$ cat src/rtl/vram_bus_arbiter.sv
// vram_bus_arbiter: four-requester single-port VRAM arbiter with fixed two-cycle ack latency.
// Define VRAM_ARB_CPU_PRIORITY_EN to give requester 0 absolute priority over the round-robin group.
module vram_bus_arbiter #(
  parameter int ADDR_W = 16
) (
  input  logic                clk,
  input  logic                rst_n,
  input  logic [4*ADDR_W-1:0] i_req_addr,
  input  logic [3:0]          i_req_strobe,
  input  logic                i_cpu_write,
  input  logic [31:0]         i_cpu_wrdata,
  input  logic [3:0]          i_cpu_wrbytesel,
  output logic [3:0]          o_req_ack,
  output logic [31:0]         o_rddata,
  output logic                o_vram_en,
  output logic                o_vram_we,
  output logic [ADDR_W-1:0]   o_vram_addr,
  output logic [31:0]         o_vram_wrdata,
  output logic [3:0]          o_vram_wrbytesel,
  input  logic [31:0]         i_vram_rddata,
  output logic [1:0]          o_grant_idx
);
  logic [3:0]        r_pend, r_ack;
  logic              r_en, r_we;
  logic [1:0]        r_idx, r_last;
  logic [ADDR_W-1:0] r_addr;
  logic [31:0]       r_wrdata;
  logic [3:0]        r_bytesel;
  logic [3:0]        w_elig, w_mask;
  logic [1:0]        w_sel;
  logic              w_grant, w_adv, w_cpu;
  assign w_elig  = i_req_strobe & ~r_pend;
  assign w_grant = |w_elig;
  assign w_cpu   = w_sel == 2'd0;
  // Scan farthest-to-nearest from last_grant+1 so the nearest eligible requester wins.
  always_comb begin
    w_mask = w_elig;
`ifdef VRAM_ARB_CPU_PRIORITY_EN
    w_mask[0] = 1'b0;
`endif
    w_sel = 2'd0;
    for (int k = 3; k >= 0; k--)
      if (w_mask[r_last + 2'(k) + 2'd1]) w_sel = r_last + 2'(k) + 2'd1;
`ifdef VRAM_ARB_CPU_PRIORITY_EN
    if (w_elig[0]) w_sel = 2'd0;
    w_adv = w_grant & ~w_elig[0];
`else
    w_adv = w_grant;
`endif
  end
  always_ff @(posedge clk or negedge rst_n) begin
    if (!rst_n) begin
      r_pend    <= '0;
      r_ack     <= '0;
      r_en      <= 1'b0;
      r_we      <= 1'b0;
      r_idx     <= '0;
      r_last    <= 2'd3;
      r_addr    <= '0;
      r_wrdata  <= '0;
      r_bytesel <= '0;
    end else begin
      r_en   <= w_grant;
      r_ack  <= r_en ? 4'b0001 << r_idx : 4'b0000;
      r_pend <= (r_pend & ~r_ack) | (w_grant ? 4'b0001 << w_sel : 4'b0000);
      if (w_grant) begin
        r_idx     <= w_sel;
        r_addr    <= i_req_addr[w_sel*ADDR_W +: ADDR_W];
        r_we      <= w_cpu & i_cpu_write;
        r_wrdata  <= w_cpu ? i_cpu_wrdata : 32'd0;
        r_bytesel <= w_cpu ? i_cpu_wrbytesel : 4'd0;
      end
      if (w_adv) r_last <= w_sel;
    end
  end
  assign o_req_ack        = r_ack;
  assign o_rddata         = |r_ack ? i_vram_rddata : 32'd0;
  assign o_vram_en        = r_en;
  assign o_vram_we        = r_we;
  assign o_vram_addr      = r_addr;
  assign o_vram_wrdata    = r_wrdata;
  assign o_vram_wrbytesel = r_bytesel;
  assign o_grant_idx      = r_idx;
endmodule

$ cat config.mk
export PLATFORM = sky130hd
export DESIGN_NAME = vram_bus_arbiter
export DESIGN_NICKNAME = d
export VERILOG_FILES = /design/src/rtl/vram_bus_arbiter.sv
export SDC_FILE = /design/constraint.sdc
export NUM_CORES = 1
export LEC_CHECK = 0
export ABC_AREA = 1
export ABC_CLOCK_PERIOD_IN_PS = 3100
export CELL_PAD_IN_SITES_DETAIL_PLACEMENT = 1
export CELL_PAD_IN_SITES_GLOBAL_PLACEMENT = 2
export CORE_MARGIN = 4
export CORE_UTILIZATION = 33
export DETAILED_ROUTE_END_ITERATION = 16
export DONT_BUFFER_PORTS = 1
export GPL_ROUTABILITY_DRIVEN = 0
export PLACE_DENSITY_LB_ADDON = 0.1
export RECOVER_POWER = 100
export SYNTH_ARGS = -nofsm -noshare
export SYNTH_HDL_FRONTEND = slang
export SYNTH_SLANG_ARGS = --single-unit
$ cat constraint.sdc
create_clock -name clk -period 3.1 [get_ports clk]
set_input_delay 0.62 -clock clk [delete_from_list [all_inputs] [get_ports clk]]
set_output_delay 0.62 -clock clk [all_outputs]
set_load 0.05 [all_outputs]
======== After elaboration in Yosys (flattened, before gate mapping) ========
Cells that the tools add are included.
cells by class
  add/sub/neg operators ................... 6
  $lt $le $gt $ge ......................... 4
  shifts and indexed selects .............. 3
  muxes and demuxes ....................... 17
  bitwise logic cells ..................... 6
  reduce and logical (&&, ||, !) cells .... 3
operators by type and width
  kind                 number
  $mux 32              2
  $shiftx 64x7->16     1
  $lt 2x3->1 const B   4
  $mux 4               3
  $add 2x1->2 const B  4
  $and 4x4->4          2
  $bmux 1 s2           4
  $mux 2               4
  $not 4->4            2
  $reduce_or 4->1      2
  $shl 1x2->4 const A  2
  $add 2x2->2 const B  2
  $mux 1               4
  $or 4x4->4           1
  $logic_not 2->1      1
  $and 1x1->1          1
storage, ports and cells
  register bits after elaboration ......... 66
  bits of input ports ..................... 139
  output and inout port bits .............. 92
  word-level logic and storage cells ...... 48

======== Depth between registers and ports, before layout ========
  depth in word-level cells ............... 11
  mapped depth ............................ 16
  gate-level depth less buffers ........... 14

======== Worst setup path before layout ========
Ideal clock, no wire load.
  path kind ............................... register to output
  start point ............................. register r_ack[1], in the netlist o_req_ack[1]
  end point ............................... output port o_rddata[10]
  arrival ................................. 1.716 ns
  data required time ...................... 2.480 ns
  path slack .............................. 0.764 ns
  stages on the path, launching flop included .. 4
  path buffers ............................ 1
  path through ............................ dfrtp_1 nor4_1 clkbuf_1 nor2_1
on the way
  word-level cells in the longest chain between the ends .. 2
RTL lines
  item                    RTL line  RTL
  start, declared         23        logic [3:0] r_pend, r_ack;
  start signal, assigned  64        r_ack <= r_en ? 4'b0001 << r_idx : 4'b0000;
  $reduce_or 4->1         77        assign o_rddata = |r_ack ? i_vram_rddata : 32'd0;
  $mux 32                 77
  end, declared           14        output logic [31:0] o_rddata,
Every way passes these cells.

======== Worst setup path in the final report ========
  start point ............................. register r_ack[1], in the netlist o_req_ack[1]
  end point ............................... output port o_rddata[8]
The elaborated chain is that of the path after synthesis.

==> impl_metrics.csv <==
group,metric,value,unit
status,outcome,"complete, but fails checks",
status,violations,"max-capacitance violations, max-slew violations",
finish,antennaDiodeCount,0,
yosys,syn-num-nets,708,
sta,fin_setup_tns,0,ps
critical_path,cp-end-kind,"primary output",
floorplanning,die_h,116,µm
floorplanning,dieArea,13400,µm²
route,drt-wirelength-per-cell,17.4,µm
sta,grt_setup_unrepaired,"false",
global_routing,grt_max_degree,65,
route,drt-met1-wl,4.80,mm
clocking,cts_buffers,9,
sta,final_hold_viol_count,0,
sta,post-route-min-period,2750,ps
yosys,synth.avg_cell_area,6.71,µm²
sta,worst_pin_slew,1640,ps
global_routing,grt_pass1_vias,3675,
sta,slew_headroom,-0.0940,
yosys,synthCells,569,
clocking,clockBufferDepth,2,
floorplanning,fp.coreArea,11400,µm²
yosys,syn_area,3820,µm²
finish,final_layout_size_suffix_gt1_frac,0.0639,
clocking,cts_root_buf,"clkbuf_16",
clocking,cts_setup_buffers,0,
floorplanning,io_pins,231,
route,wl_met3,1.04,mm
critical_path,cp.arrival,2130,ps
route,routed-wl-met2,6.24,mm
clocking,clkTransAtPathRegs,60,ps
critical_path,rr_endpoint,"o_vram_wrdata[2]",
route,drc,0,
global_routing,grt_pass1_wl,18.7,mm
finish,nets,697,
route,top_layer_used,"met4",
clocking,cts_tree,"built",
clocking,cts-resized-gates,0,
critical_path,reg2reg_from,"r_last[0]",
route,wl,12.3,mm
critical_path,startpoint_type,"flop",
hold_path,hp-class,"in -> async",
place,place.port_buffers,0,
sta,period_share,0.887,
clocking,htreeDepth,3,
global_routing,antenna_found_initial,0,
flow_run,maxCapViolations,1,
floorplanning,start_util,0.336,
yosys,synth_cell_types,25,
critical_path,reg2reg_depth,10,
floorplanning,fp.dieW,116,µm
clocking,insertion_delay,330,ps
critical_path,path_class,"reg -> out",
yosys,synth-seq-cells,66,
route,num_vias,3572,
route,ant_nets,0,
finish,layout_commonest_cell,"nand2_1",
sta,max_clock_freq,364,MHz
critical_path,required,2480,ps
critical_path,crit_fanout,32,
route,detail_route.vias_per_cell,5.06,
sta,setup_viol,0,
route,dr.pass1.iters,4,
sta,slew_viol_final,65,
place,hpwl,8.92,mm
critical_path,reg2reg_slack,430,ps
route,drt-initial-drc-count,151,
finish,syn2layout_area_growth,10.5,%
global_routing,grt-ovfl-total,0,
finish,layout_common_cells,"nand2_1 (193), nand3_1 (112), inv_1 (107)",
floorplanning,rows,39,
yosys,synth.yosys.warnings,0,
sta,fin_skew,4.75,ps
yosys,ys_seq_area_frac,0.433,
global_routing,track_usage,0.179,
clocking,clock_sinks,66,
-- cells by family after synthesis --
logic type | count (synthesis) | synth area share
DFF | 66 | 0.433
AOI/OAI and AO/OA | 10 | 0.0151
xor gates and xnor gates | 2 | 0.00655
and+or+nand+nor | 349 | 0.391
buffers and inverters | 142 | 0.154
-- area by class of cell --
type,instances,area (µm²)
Timing Repair Buffer,10,58.8
Clock buffer,10,239
Fill cell,1472,7150
Inverter,110,415
Multi-Input combinational cell,361,1580
Sequential cell,66,1650
Tap cell,143,179
Clock inverter,6,90.1
-- flip-flops by register name, indices dropped and copies added (netlist names) --
name              count
o_vram_wrdata        32
o_vram_addr          16
o_req_ack             4
o_vram_wrbytesel      4
r_pend                4
o_grant_idx           2
r_last                2
o_vram_en             1
o_vram_we             1
-- synth_stat cells --
| cell type | n | share of area |
|---|---|---|
| xor2_2 | 1 | 0.0043 |
| clkbuf_1 | 11 | 0.011 |
| nand3_2 | 2 | 0.0052 |
| o21ai_0 | 2 | 0.0026 |
| buf_4 | 1 | 0.0020 |
| buf_2 | 16 | 0.021 |
| o2111ai_1 | 1 | 0.0023 |
| dfrtp_1 | 64 | 0.42 |
| o21ai_1 | 1 | 0.0013 |
| a21oi_1 | 3 | 0.0039 |
| dfstp_2 | 2 | 0.014 |
| nand2_1 | 192 | 0.19 |
| nand3_1 | 112 | 0.15 |
| xnor2_1 | 1 | 0.0023 |
| nor4_1 | 1 | 0.0016 |
| nor2_2 | 1 | 0.0016 |
| buf_6 | 4 | 0.012 |
| nand2_2 | 2 | 0.0033 |
| o22ai_1 | 3 | 0.0049 |
| nand2_4 | 2 | 0.0059 |
| inv_2 | 2 | 0.0020 |
| nor3_1 | 4 | 0.0052 |
| inv_1 | 107 | 0.11 |
| nor2_1 | 33 | 0.032 |
| inv_4 | 1 | 0.0016 |
-- critical path: stages (launching register included) --
cell	delay [ps]
dfrtp_1	680
nor4_1	150
buf_4	260
nor2_1	720
-- worst max-delay path by stage --
| stage | from | to | slack, ps | depth (start not counted) |
|---|---|---|---|---|
| floorplan | o_req_ack[1] | o_rddata[10] | 760 | 3 |
| global placement | r_last[0] | o_grant_idx[0] | 650 | 11 |
| detailed placement | r_last[0] | o_grant_idx[0] | 570 | 11 |
| CTS | o_req_ack[1] | o_rddata[8] | 340 | 3 |
| global route | r_last[0] | o_vram_wrbytesel[0] | 160 | 11 |
| finish | o_req_ack[1] | o_rddata[8] | 350 | 3 |
-- through the flow --
step	hold WS [ps]	utilization	setup WS, ps	area, µm²	instances
after floorplan	324	-	764	3820	569
after global placement	326	0.344	651	3910	689
after detailed placement	326	0.344	566	3910	689
after CTS	118	0.375	341	4260	706
after global routing	112	0.371	161	4220	706
final	133	0.371	350	4220	706
-- routing by layer --
metal / global-route usage / up-vias
li1: - / 1691
met1: 0.207 / 1725
met2: 0.319 / 142
met3: 0.0527 / 14
met4: 0.0532 / 0
met5: 0 / -
-- repair_timing --
item	4_1_cts	5_1_grt
endpoints found under the setup margin	0	0
hold endpoints to repair	64	0
hold buffers	1	0
Power is left out: the tool's default activity adds up to more than one toggle a clock period on the data nets, which glitch-free logic cannot reach.
